<file path="config.mk">
export PLATFORM = sky130hd
export DESIGN_NAME = operand_isolation_adder_flat
export DESIGN_NICKNAME = d
export VERILOG_FILES = /design/src/rtl/operand_isolation_adder_pkg.sv /design/src/rtl/operand_isolation_adder_if.sv /design/src/rtl/operand_iso_gate.sv /design/src/rtl/operand_isolation_adder.sv /design/src/flat_wrapper.sv
export SDC_FILE = /design/constraint.sdc
export NUM_CORES = 1
export LEC_CHECK = 0
export ABC_AREA = 1
export BUFFER_PORTS_ARGS = -buffer_cell sky130_fd_sc_hd__clkbuf_2
export CORE_MARGIN = 3
export CORE_UTILIZATION = 44
export DETAILED_ROUTE_END_ITERATION = 16
export PLACE_DENSITY = 0.76
export SYNTH_ARGS = -nofsm -noshare
export SYNTH_HDL_FRONTEND = slang
export SYNTH_SLANG_ARGS = --single-unit
export TNS_END_PERCENT = 100
</file>
<file path="constraint.sdc">
create_clock -name clk -period 0.8 [get_ports clk]
set_input_delay 0.04 -clock clk [delete_from_list [all_inputs] [get_ports clk]]
set_output_delay 0.04 -clock clk [all_outputs]
set_load 0.1 [all_outputs]
</file>
<file path="src/rtl/operand_isolation_adder_pkg.sv">
// operand_isolation_adder_pkg: shared constants for the operand-isolated adder slice.
package operand_isolation_adder_pkg;
    localparam int DEFAULT_WIDTH = 8;
endpackage

</file>
<file path="src/rtl/operand_isolation_adder_if.sv">
// operand_isolation_adder_if: operand/enable inputs and registered result outputs of the adder.
interface operand_isolation_adder_if
    import operand_isolation_adder_pkg::*;
#(
    parameter int WIDTH = DEFAULT_WIDTH
);
    logic             enable_i;
    logic [WIDTH-1:0] a_i;
    logic [WIDTH-1:0] b_i;
    logic [WIDTH-1:0] sum_o;
    logic             cout_o;
    logic             sum_valid_o;

    modport master (
        output enable_i, a_i, b_i,
        input  sum_o, cout_o, sum_valid_o
    );

    modport slave (
        input  enable_i, a_i, b_i,
        output sum_o, cout_o, sum_valid_o
    );
endinterface

</file>
<file path="src/rtl/operand_iso_gate.sv">
// operand_iso_gate: AND-gates one operand with enable so a disabled adder sees constant zero.
module operand_iso_gate #(
    parameter int WIDTH = 8
) (
    input  logic             enable_i,
    input  logic [WIDTH-1:0] d_i,
    output logic [WIDTH-1:0] q_o
);
    assign q_o = d_i & {WIDTH{enable_i}};
endmodule

</file>
<file path="src/rtl/operand_isolation_adder.sv">
// operand_isolation_adder: registered WIDTH-bit add whose operands are isolated while disabled.
module operand_isolation_adder
    import operand_isolation_adder_pkg::*;
#(
    parameter int WIDTH = DEFAULT_WIDTH
) (
    input  logic                      clk,
    input  logic                      rst_n,
    operand_isolation_adder_if.slave  bus
);
    logic [WIDTH-1:0] a_iso;
    logic [WIDTH-1:0] b_iso;
    logic [WIDTH:0]   sum_n;
    logic [WIDTH-1:0] sum_d, sum_q;
    logic             cout_d, cout_q;
    logic             valid_d, valid_q;

    operand_iso_gate #(.WIDTH(WIDTH)) u_iso_a (
        .enable_i (bus.enable_i),
        .d_i      (bus.a_i),
        .q_o      (a_iso)
    );

    operand_iso_gate #(.WIDTH(WIDTH)) u_iso_b (
        .enable_i (bus.enable_i),
        .d_i      (bus.b_i),
        .q_o      (b_iso)
    );

    assign sum_n = {1'b0, a_iso} + {1'b0, b_iso};

    // Result register loads only on enabled cycles; valid marks the cycle after.
    always_comb begin
        sum_d   = bus.enable_i ? sum_n[WIDTH-1:0] : sum_q;
        cout_d  = bus.enable_i ? sum_n[WIDTH] : cout_q;
        valid_d = bus.enable_i;
    end

    always_ff @(posedge clk or negedge rst_n) begin
        if (!rst_n) begin
            sum_q   <= '0;
            cout_q  <= 1'b0;
            valid_q <= 1'b0;
        end else begin
            sum_q   <= sum_d;
            cout_q  <= cout_d;
            valid_q <= valid_d;
        end
    end

    assign bus.sum_o       = sum_q;
    assign bus.cout_o      = cout_q;
    assign bus.sum_valid_o = valid_q;
endmodule

</file>
<file path="src/flat_wrapper.sv">
// flat-port wrapper written by rule: the top's interface ports become plain ports
module operand_isolation_adder_flat import operand_isolation_adder_pkg::*;
#(
    parameter int WIDTH = DEFAULT_WIDTH
)
  (clk, rst_n, bus_enable_i, bus_a_i, bus_b_i, bus_sum_o, bus_cout_o, bus_sum_valid_o);
  operand_isolation_adder_if #(.WIDTH(WIDTH)) bus_i ();
  input  logic clk;
  input  logic rst_n;
  input wire logic [$bits(bus_i.enable_i)-1:0] bus_enable_i;
  input wire logic [$bits(bus_i.a_i)-1:0] bus_a_i;
  input wire logic [$bits(bus_i.b_i)-1:0] bus_b_i;
  output wire logic [$bits(bus_i.sum_o)-1:0] bus_sum_o;
  output wire logic [$bits(bus_i.cout_o)-1:0] bus_cout_o;
  output wire logic [$bits(bus_i.sum_valid_o)-1:0] bus_sum_valid_o;
  assign bus_i.enable_i = bus_enable_i;
  assign bus_i.a_i = bus_a_i;
  assign bus_i.b_i = bus_b_i;
  assign bus_sum_o = bus_i.sum_o;
  assign bus_cout_o = bus_i.cout_o;
  assign bus_sum_valid_o = bus_i.sum_valid_o;
  operand_isolation_adder #(.WIDTH(WIDTH)) u_core (.clk(clk), .rst_n(rst_n), .bus(bus_i));
endmodule
</file>
==> flow_summary.yaml <==
grt:
  grt.busiest_layer: "met2"
  use_met3_pct: 4.748
  met2_usage_pct: 39.57
  grt_pass1_wl_um: 4174
  grt_use_total_pct: 20.76
  antenna_found_initial: 0
  grt_pass1_vias: 984
  grt_max_degree: 11
  overflow: 0
  use_met1_pct: 22.49
sta:
  worst_slew_pin_slew_ns: 0.2789
  fmax_ghz: 0.7832
  final.setup.worst_slack_ns: -0.4768
  layout_min_cycle_time_ns: 1.277
  maxSlewHeadroom_pct: 81.41
  hold_viol: 0
  fin_worst_skew_ns: 0
  slew_viol_final: 0
  rsz0062_at_grt: "true"
  whs_ns: 0.1339
  finalCritPeriodShare_pct: 159.6
  setup_violations: 18
placed_design:
  post-place-cells: 194
  dp_hpwl_um: 1843
  portBuffers: 28
  gp_congestion: 0.8932
  placed_area_mm2: 0.001284
logic_synthesis:
  syn-mean-instance-area_um2: 6.576
  synth_edf_count: 0
  synth_nets: 161
  synth_top_flop_cell: "dfrtp_1"
  ys_warn_count: 0
  ys_seq_area_share_pct: 28.61
  yosys-top-cells-area: "dfrtp_1 29%, nand2_1 22%, inv_1 12%"
  synth_seq_cells: 10
  synth_area_um2: 874.6
  synthArstFlopShare_pct: 100.0
  synth_cell_type_count: 20
  synth.top_cell.area_share_pct: 28.61
  synth.most_common_cell: "nand2_1"
  syn_inst: 133
  synth.top_cells.by_count: "52 x nand2_1, 27 x inv_1, 10 x dfrtp_1, 9 x nand3_1, 8 x ha_1"
  yosys.area.top_type: "dfrtp_1"
power:
  max-vdd-ir-drop_mv: 0.9846
  power_density_mw_per_mm2: 1557
  power.leakage_nw: 0.8674
  total_power_mw: 2.391
routing:
  drtIter0Drc: 64
  post_drt_wl_per_cell_um: 17.36
  drt_pass1_iterations: 4
  postRouteAntennaNets: 0
  vias: 1105
  wirelength_um: 3507
  drc: 0
  vias_per_cell: 5.470
outcome:
  violations: "negative setup slack"
  status: "finished, violations left"
worst_setup_path:
  worstPathMaxFanout: 10
  start_kind: "primary input"
  cp_cell_sequence: "clkbuf_16 -> buf_4 -> nand2_1 -> inv_1 -> ha_1 -> inv_1 -> o21ai_1 -> nor2_1 -> a21oi_2"
  crit_path_end_kind: "flip-flop"
  cpPeakStageDelay_ns: 0.31
  critPathSlowestCell: "ha_1"
  crit_required_ns: 0.94
  critPathKind: "primary input to flip-flop"
  cp_common_cell: "inv_1"
  cp.arrival_ns: 1.42
finish:
  nets: 207
  fillers: 98
  diodes: 0
  synthToLayoutAreaGrowth_pct: 75.54
  drive_above_1_share_pct: 54.24
  final_cell_area_mm2: 0.001535
  finalNonFillerCells: 202
floorplanning:
  pin_count: 29
  row_count: 15
  die_area_mm2: 0.002559
  initial_core_util_pct: 48.54
  die_y_um: 50.59
  core_mm2: 0.001802
  die_w_um: 50.59
clock_network:
  max-clock-path-buffers: 2
  cts_made_buffers: 3
  cts_sinks: 10
  cts_max_level: 1
  clk_pin_slew_worst_paths_ns: 0.06
  cts_tree: "yes"
  insertion_delay_ns: 0.26
  cts-root-buf: "clkbuf_4"
flow_run:
  drv_cap: 0
min_path:
  worstHoldPathType: "primary input to flip-flop"
metrics by stage:
| stage | worst slack [ns] | util, % | TNS, ns |
|---|---|---|---|
| 5_1_grt | -0.4804 | 85.21 | -4.180 |
| 4_1_cts | -0.3485 | 80.69 | -3.030 |
| 6_report | -0.4768 | 85.21 | -3.683 |
| 3_5_place_dp | -0.7014 | 71.25 | -4.961 |
| 2_1_floorplan | -0.6182 | - | -4.152 |
| 3_3_place_gp | -0.6222 | 71.25 | -4.370 |
final cells by class:
cell class / count / area [µm²] / share of cell area [%]
Multi-Input combinational cell: 92 / 668.1 / 43.52
Timing Repair Buffer: 44 / 440.4 / 28.69
Sequential cell: 10 / 265.3 / 17.28
Inverter: 28 / 107.6 / 7.009
Tap cell: 25 / 31.28 / 2.037
Clock buffer: 3 / 22.52 / 1.467
state kept, by name, indices dropped and copies added, names as in the netlist:
| register | flops |
|---|---|
| u_core.bus.sum_o | 8 |
| u_core.bus.cout_o | 1 |
| u_core.bus.sum_valid_o | 1 |
report_power, final:
part           internal, mW  leakage (nW)  switching (mW)
logic                 0.529         0.742           0.861
clock network         0.174        0.0138           0.167
registers             0.584         0.112          0.0759
total                  1.29         0.867            1.10
cells in the final DEF, fill, tap and decap left out, types with 2 or more instances in the layout:
master	count
ha_4	6
nand3_1	3
nand2_1	42
buf_12	10
nor3_2	2
buf_4	14
inv_1	23
dfrtp_2	9
inv_2	4
nand2_2	9
a21oi_2	3
nand3_2	7
o21ai_1	4
clkbuf_2	17
nor2_1	6
nand2_4	2
ha_1	2
clkbuf_4	3
layer usage:
| layer | vias up | part of all wire, % |
|---|---|---|
| met5 | - | 0 |
| met4 | 0 | 6.2 |
| met3 | 26 | 8.9 |
| met2 | 83 | 48 |
| met1 | 509 | 37 |
| li1 | 487 | - |
critical path, delay by kind of cell:
kind            cells  cell delay, ns
compound gates      2            0.21
fa+ha+maj           1            0.31
buf+inv             4            0.54
simple gates        2            0.30
cell families after synthesis:
family                   share of synthesized area (%)
AO/OA/AOI/OAI                                    5.866
flip-flops                                       28.61
buffers and inverters                            14.02
AND/OR/NAND/NOR                                  37.77
adder cells (fa/ha/maj)                          13.73
what timing repair did:
item,in CTS,in global routing
hold buffers,1,0
endpoints found under the hold margin,10,0
pin swaps,8,19
setup endpoints to repair,18,18
setup buffers,1,3
gates resized for setup,23,16
path summary, 6_finish.rpt:
| check | startpoint | endpoint | slack (ns) | cells past startpoint |
|---|---|---|---|---|
| max | bus_enable_i | u_core.bus.cout_o | -0.48 | 9 |
| min | bus_enable_i | u_core.bus.sum_valid_o | 0.13 | 2 |
| max reg2reg | u_core.bus.cout_o | u_core.bus.cout_o | -0.06 | 3 |
| min reg2reg | u_core.bus.sum_o[1] | u_core.bus.sum_o[1] | 0.55 | 2 |
| max in group asynchronous | rst_n | u_core.bus.sum_o[0] | 0.35 | 2 |
| min in group asynchronous | rst_n | u_core.bus.sum_o[0] | 0.20 | 2 |
No activity file was read; power rests on OpenSTA's default activity.
